### src/rtl/i2s_stereo_tx.sv
// fifo: generic small synchronous FIFO. Depth and data width are set by parameters.
// Latency: the head entry is visible on pop_dat the cycle after it is pushed.
// Backpressure: push_rdy deasserts when full; a pop and a push in the same cycle are both taken.
// Ports: clk/reset; push_vld/push_rdy/push_dat (write side); pop, pop_vld, pop_dat (head of queue).
module fifo #(
  parameter int WIDTH = 32,
  parameter int DEPTH = 2
) (
  input  logic             clk,
  input  logic             reset,
  input  logic             push_vld,
  output logic             push_rdy,
  input  logic [WIDTH-1:0] push_dat,
  input  logic             pop,
  output logic             pop_vld,
  output logic [WIDTH-1:0] pop_dat
);
  localparam int AW = (DEPTH > 1) ? $clog2(DEPTH) : 1;
  localparam int CW = AW + 1;

  logic [WIDTH-1:0] mem [DEPTH];
  logic [AW-1:0]    wr_ptr;
  logic [AW-1:0]    rd_ptr;
  logic [CW-1:0]    count;
  logic             do_push;
  logic             do_pop;

  assign push_rdy = (count < CW'(DEPTH));
  assign pop_vld  = (count != '0);
  assign pop_dat  = mem[rd_ptr];
  assign do_push  = push_vld && push_rdy;
  assign do_pop   = pop && pop_vld;

  always_ff @(posedge clk) begin
    if (do_push) begin
      mem[wr_ptr] <= push_dat;
    end
  end

  always_ff @(posedge clk) begin
    if (reset) begin
      wr_ptr <= '0;
      rd_ptr <= '0;
      count  <= '0;
    end else begin
      if (do_push) begin
        wr_ptr <= (wr_ptr == AW'(DEPTH-1)) ? '0 : wr_ptr + AW'(1);
      end
      if (do_pop) begin
        rd_ptr <= (rd_ptr == AW'(DEPTH-1)) ? '0 : rd_ptr + AW'(1);
      end
      if (do_push && !do_pop) begin
        count <= count + CW'(1);
      end else if (do_pop && !do_push) begin
        count <= count - CW'(1);
      end
    end
  end
endmodule

// i2s_stereo_tx: buffers stereo PCM pairs in a 2-entry FIFO and serializes them as an I2S DAC stream.
// Latency: a pair pushed before a frame's slot-0 falling sclk edge goes out in that frame (MSB one sclk after lrclk falls).
// Backpressure: in_ready = FIFO not full; an empty FIFO at frame start sends silence and pulses underrun.
// Ports: clk/reset; in_valid/in_ready/in_left/in_right sample input;
//        mclk, sclk, lrclk, sdin codec pins; underrun pulse and saturating underrun_count.
module i2s_stereo_tx #(
  parameter int WIDTH     = 16,
  parameter int SCLK_HALF = 4
) (
  input  logic             clk,
  input  logic             reset,
  input  logic             in_valid,
  output logic             in_ready,
  input  logic [WIDTH-1:0] in_left,
  input  logic [WIDTH-1:0] in_right,
  output logic             mclk,
  output logic             sclk,
  output logic             lrclk,
  output logic             sdin,
  output logic             underrun,
  output logic [15:0]      underrun_count
);
  localparam int SLOTS = 2 * WIDTH;
  localparam int SW    = $clog2(SLOTS);
  localparam int DW    = (SCLK_HALF > 1) ? $clog2(SCLK_HALF) : 1;

  logic [DW-1:0]      d;
  logic [SW-1:0]      b;
  logic [SW-1:0]      b_nxt;
  logic [SLOTS-1:0]   sh;
  logic               d_wrap;
  logic               fall;
  logic               frame_start;
  logic               fifo_vld;
  logic [SLOTS-1:0]   fifo_dat;

  assign d_wrap      = (d == DW'(SCLK_HALF-1));
  // Data and word select only move on the sclk falling edge so they are stable at the rise.
  assign fall        = d_wrap && sclk;
  assign b_nxt       = (b == SW'(SLOTS-1)) ? '0 : b + SW'(1);
  assign frame_start = fall && (b_nxt == '0);

  fifo #(
    .WIDTH (SLOTS),
    .DEPTH (2)
  ) u_fifo (
    .clk      (clk),
    .reset    (reset),
    .push_vld (in_valid),
    .push_rdy (in_ready),
    .push_dat ({in_left, in_right}),
    .pop      (frame_start),
    .pop_vld  (fifo_vld),
    .pop_dat  (fifo_dat)
  );

  always_ff @(posedge clk) begin
    if (reset) begin
      mclk           <= 1'b0;
      sclk           <= 1'b0;
      d              <= '0;
      b              <= SW'(SLOTS-1);
      lrclk          <= 1'b1;
      sdin           <= 1'b0;
      sh             <= '0;
      underrun       <= 1'b0;
      underrun_count <= '0;
    end else begin
      mclk     <= ~mclk;
      underrun <= 1'b0;
      if (d_wrap) begin
        d    <= '0;
        sclk <= ~sclk;
      end else begin
        d <= d + DW'(1);
      end
      if (fall) begin
        b     <= b_nxt;
        lrclk <= (b_nxt >= SW'(WIDTH));
        // Slot 0 emits the right-word LSB left at the top of the register after
        // 2*WIDTH-1 shifts: this is the one-bit I2S delay spilling into the next frame.
        sdin  <= sh[SLOTS-1];
        if (b_nxt == '0) begin
          if (fifo_vld) begin
            sh <= fifo_dat;
          end else begin
            sh       <= '0;
            underrun <= 1'b1;
            if (underrun_count != 16'hFFFF) begin
              underrun_count <= underrun_count + 16'd1;
            end
          end
        end else begin
          sh <= {sh[SLOTS-2:0], 1'b0};
        end
      end
    end
  end
endmodule
### config.mk
export PLATFORM = sky130hd
export DESIGN_NAME = i2s_stereo_tx
export DESIGN_NICKNAME = d
export VERILOG_FILES = /design/src/rtl/i2s_stereo_tx.sv
export SDC_FILE = /design/constraint.sdc
export NUM_CORES = 1
export LEC_CHECK = 0
export CAP_MARGIN = 25
export CORE_MARGIN = 1
export CORE_UTILIZATION = 37
export DETAILED_ROUTE_END_ITERATION = 8
export GPL_TIMING_DRIVEN = 1
export PLACE_DENSITY = 0.66
export SYNTH_ARGS = -nofsm -noshare
export SYNTH_HDL_FRONTEND = slang
export SYNTH_SLANG_ARGS = --single-unit
export TNS_END_PERCENT = 1
### constraint.sdc
create_clock -name clk -period 2.5 [get_ports clk]
set_clock_uncertainty 0.05 [all_clocks]
set_input_delay 0.5 -clock clk [delete_from_list [all_inputs] [get_ports clk]]
set_output_delay 0.5 -clock clk [all_outputs]
set_load 0.01 [all_outputs]
==> results_dict.tcl <==
set metrics [dict create \
    outcome "finished clean" \
    final_cell_mix "64 x edfxtp_1, 63 x dfxtp_1, 55 x clkdlybuf4s50_1" \
    wl_per_cell_um 15.1 \
    maxCapViolations 0 \
    crit_top_cell "ha_4" \
    power.share.clock_pct 44.6 \
    grt_pass1_wl_um 17800 \
    r2r_start "b[0]" \
    wl_um 10900 \
    fin_cells 723 \
    maxSlewViolCount 0 \
    die_w_um 121 \
    total_power_mw 5.15 \
    period_share_pct 98.4 \
    routabilityCongestion 0.811 \
    syn_to_final_growth_pct 30.8 \
    rr_worst_depth 11 \
    fin_util_pct 49.6 \
    firstDrtPassIters 4 \
    insertion_delay_ns 0.41 \
    grt_max_degree 67 \
    die_y_um 121 \
    final_net_count 571 \
    crit_type "register to register" \
    p_sw_mw 1.20 \
    cp_cell_sequence "ha_4, and3_4, ha_4, nor2b_2, mux2_4, nor4_4, inv_2, ha_4, xor2_1, or3_1, a21oi_1" \
    dp_hpwl_um 6600 \
    antenna_found_initial 0 \
    clockBufferDepth 2 \
    clk_pin_slew_ns 0.06 \
    p_leak_nw 2.23 \
    initial_utilization_pct 38.0 \
    crit_path_top_delay_cell "dfxtp_2" \
    startpoint_type "register" \
    p_seq_share_pct 46.6 \
    drc 0 \
    vias 3762 \
    r2r_end "u_fifo.count[1]" \
    fmax_mhz 407 \
    fin_hold_ws_ns 0.363 \
    syn_inst 456 \
    h-tree-depth 4 \
    min_to "mclk" \
    synth_edf_count 64 \
    drive_gt1_share_pct 23.9 \
    ioPinCount 57 \
    final_common_cell "edfxtp_1" \
    max_slew_margin_pct 48.0 \
    numCtsBuffers 17 \
    min_path_type "register to register" \
    die_area_um2 14700 \
    placeableCoreArea_um2 13900 \
    ys.flop_type "dfxtp_1" \
    worstMarginPinSlew_ns 0.780 \
    first_iter_violations 239 \
    p_comb_share_pct 8.8 \
    synth_cell_types 44 \
    std_cell_rows 43 \
    syn_nets 497 \
    grt_pass1_vias 3724 \
    dp.cells 686 \
    grt.total_usage_pct 15.9 \
    hp-start "mclk" \
    cts-root-buf "clkbuf_16" \
    viasPerCell 5.20 \
    rrSetupSlack_ns 0.04 \
    ant_nets 0 \
    min_delay_path_depth 1 \
    async_reset_ff_share_pct 0 \
    n_antenna_cell 0 \
    cts_hold_buf 0 \
    ys_ff_latch 129 \
    endpoint_kind "register" \
    internal_power_mw 3.95 \
    cts_tree "done" \
    yosys_warnings 0 \
    setup_tns_ns 0 \
    numPortBuffers 56 \
    finalHoldViolCount 0 \
    powerDensity_nw_per_um2 747 \
    irDropWorstVdd_mv 0.518 \
    globalRouteOverflowTotal 0 \
    rsz0062_at_grt "true" \
    netlist_area_um2 5270 \
    cp.required_ns 2.79 \
    crit_arrival_ns 2.74 \
    finalSetupViolCount 0 \
    ys_seq_area_share_pct 61.2 \
    switching_share_pct 23.3 \
    cp_max_fo 4 \
    slowest_delay_ns 0.35 \
    cts.sinks 129 \
    avgSynthCellArea_um2 11.6 \
    fin_crit_ns 2.46 \
]
## flip-flops by register name (all words and copies together), names as in the netlist, named ones only
signal	flops
u_fifo.mem	64
u_fifo.wr_ptr	1
d	2
mclk	1
lrclk	1
sclk	1
u_fifo.rd_ptr	1
underrun_count	16
underrun	1
b	5
sdin	1
u_fifo.count	2
sh	32
## worst max path at each step
stage / startpoint / end / slack (ns) / depth (start not counted)
2_1_floorplan: b[0] / u_fifo.count[1] / -0.19 / 10
3_5_place_dp: b[0] / u_fifo.count[1] / -0.18 / 10
4_1_cts: b[0] / u_fifo.count[1] / -0.02 / 11
6_report: b[0] / u_fifo.count[1] / 0.04 / 11
3_3_place_gp: b[0] / u_fifo.count[1] / -0.11 / 10
5_1_grt: b[0] / u_fifo.count[1] / -0.08 / 11
## cell usage after synthesis, types with 3 or more instances
library cell | number | share of area, %
dfxtp_1 | 65 | 25
edfxtp_1 | 64 | 36
nor2_1 | 48 | 3.4
nand2_1 | 46 | 3.3
nand3_1 | 36 | 3.4
mux2_2 | 33 | 7.1
a311oi_1 | 31 | 5.2
clkbuf_1 | 28 | 2.0
a21oi_1 | 10 | 0.95
nor4_1 | 7 | 0.83
o31ai_1 | 7 | 1.0
or4_1 | 7 | 1.0
ha_1 | 6 | 1.4
nor3_1 | 6 | 0.57
inv_1 | 5 | 0.36
nor2b_1 | 5 | 0.59
o21ai_0 | 4 | 0.38
xnor2_1 | 4 | 0.66
buf_1 | 3 | 0.21
mux2i_1 | 3 | 0.57
nand4_1 | 3 | 0.36
o31a_1 | 3 | 0.50
xor2_1 | 3 | 0.50
## per-layer routing
metal  GRT usage [%]  routed length, um  share of wire [%]  vias to the layer above
met3            5.31                368                3.4                       13
met4            6.94                173                1.6                        0
li1                -                  -                  -                     1848
met1            18.2               4700                 43                     1820
met2            26.7               5650                 52                       81
met5               0                  0                  0                        -
## worst max-delay path: cells and delay by family, from the launching register on
kind                       cells  cell delay (ns)
AOI/OAI and AO/OA              1             0.12
xor gates and xnor gates       1             0.15
adders and majority gates      3             0.46
buffers and inverters          1             0.09
DFF                            1             0.35
muxes                          1             0.29
and+or+nand+nor                4             0.88
## area by class of cell
class / instances / area, um2
well taps: 180 / 225
clock buffers: 19 / 443
fillers: 1226 / 6990
clock inverters: 13 / 114
repair buffers: 88 / 846
inverters: 5 / 18.8
flip-flops and latches: 129 / 3230
multi-input cells: 289 / 2020
## per-stage QoR
step	instance area [um2]	worst slack (ns)
finish	6890	0.0411
global route	6890	-0.0825
detailed placement	6180	-0.181
global placement	6180	-0.110
floorplan	5280	-0.190
CTS	6810	-0.0211
## power by group through the flow
stage | combinational (mW) | clock [mW] | sequential, mW
CTS | 0.453 | 2.34 | 2.40
global route | 0.502 | 2.44 | 2.41
global placement | 0.434 | 0 | 2.44
finish | 0.453 | 2.30 | 2.40
floorplan | 0.264 | 0 | 2.44
detailed placement | 0.441 | 0 | 2.44
## logic make-up after synthesis
family                   after synthesis  synth area share, %
XOR/XNOR                               7                 1.16
adder cells (fa/ha/maj)                6                 1.42
flip-flops                           129                 61.2
multiplexers                          37                 7.91
buffers and inverters                 38                 2.87
AO/OA/AOI/OAI                         64                 9.54
AND/OR/NAND/NOR                      175                 15.9
## repair_timing
action                     in CTS  in global routing
buffers inserted                4                  1
pin swaps                       7                  9
resized for setup               7                 17
setup endpoints to repair       8                 44
Note: power is estimated with default switching activity, not from simulation.
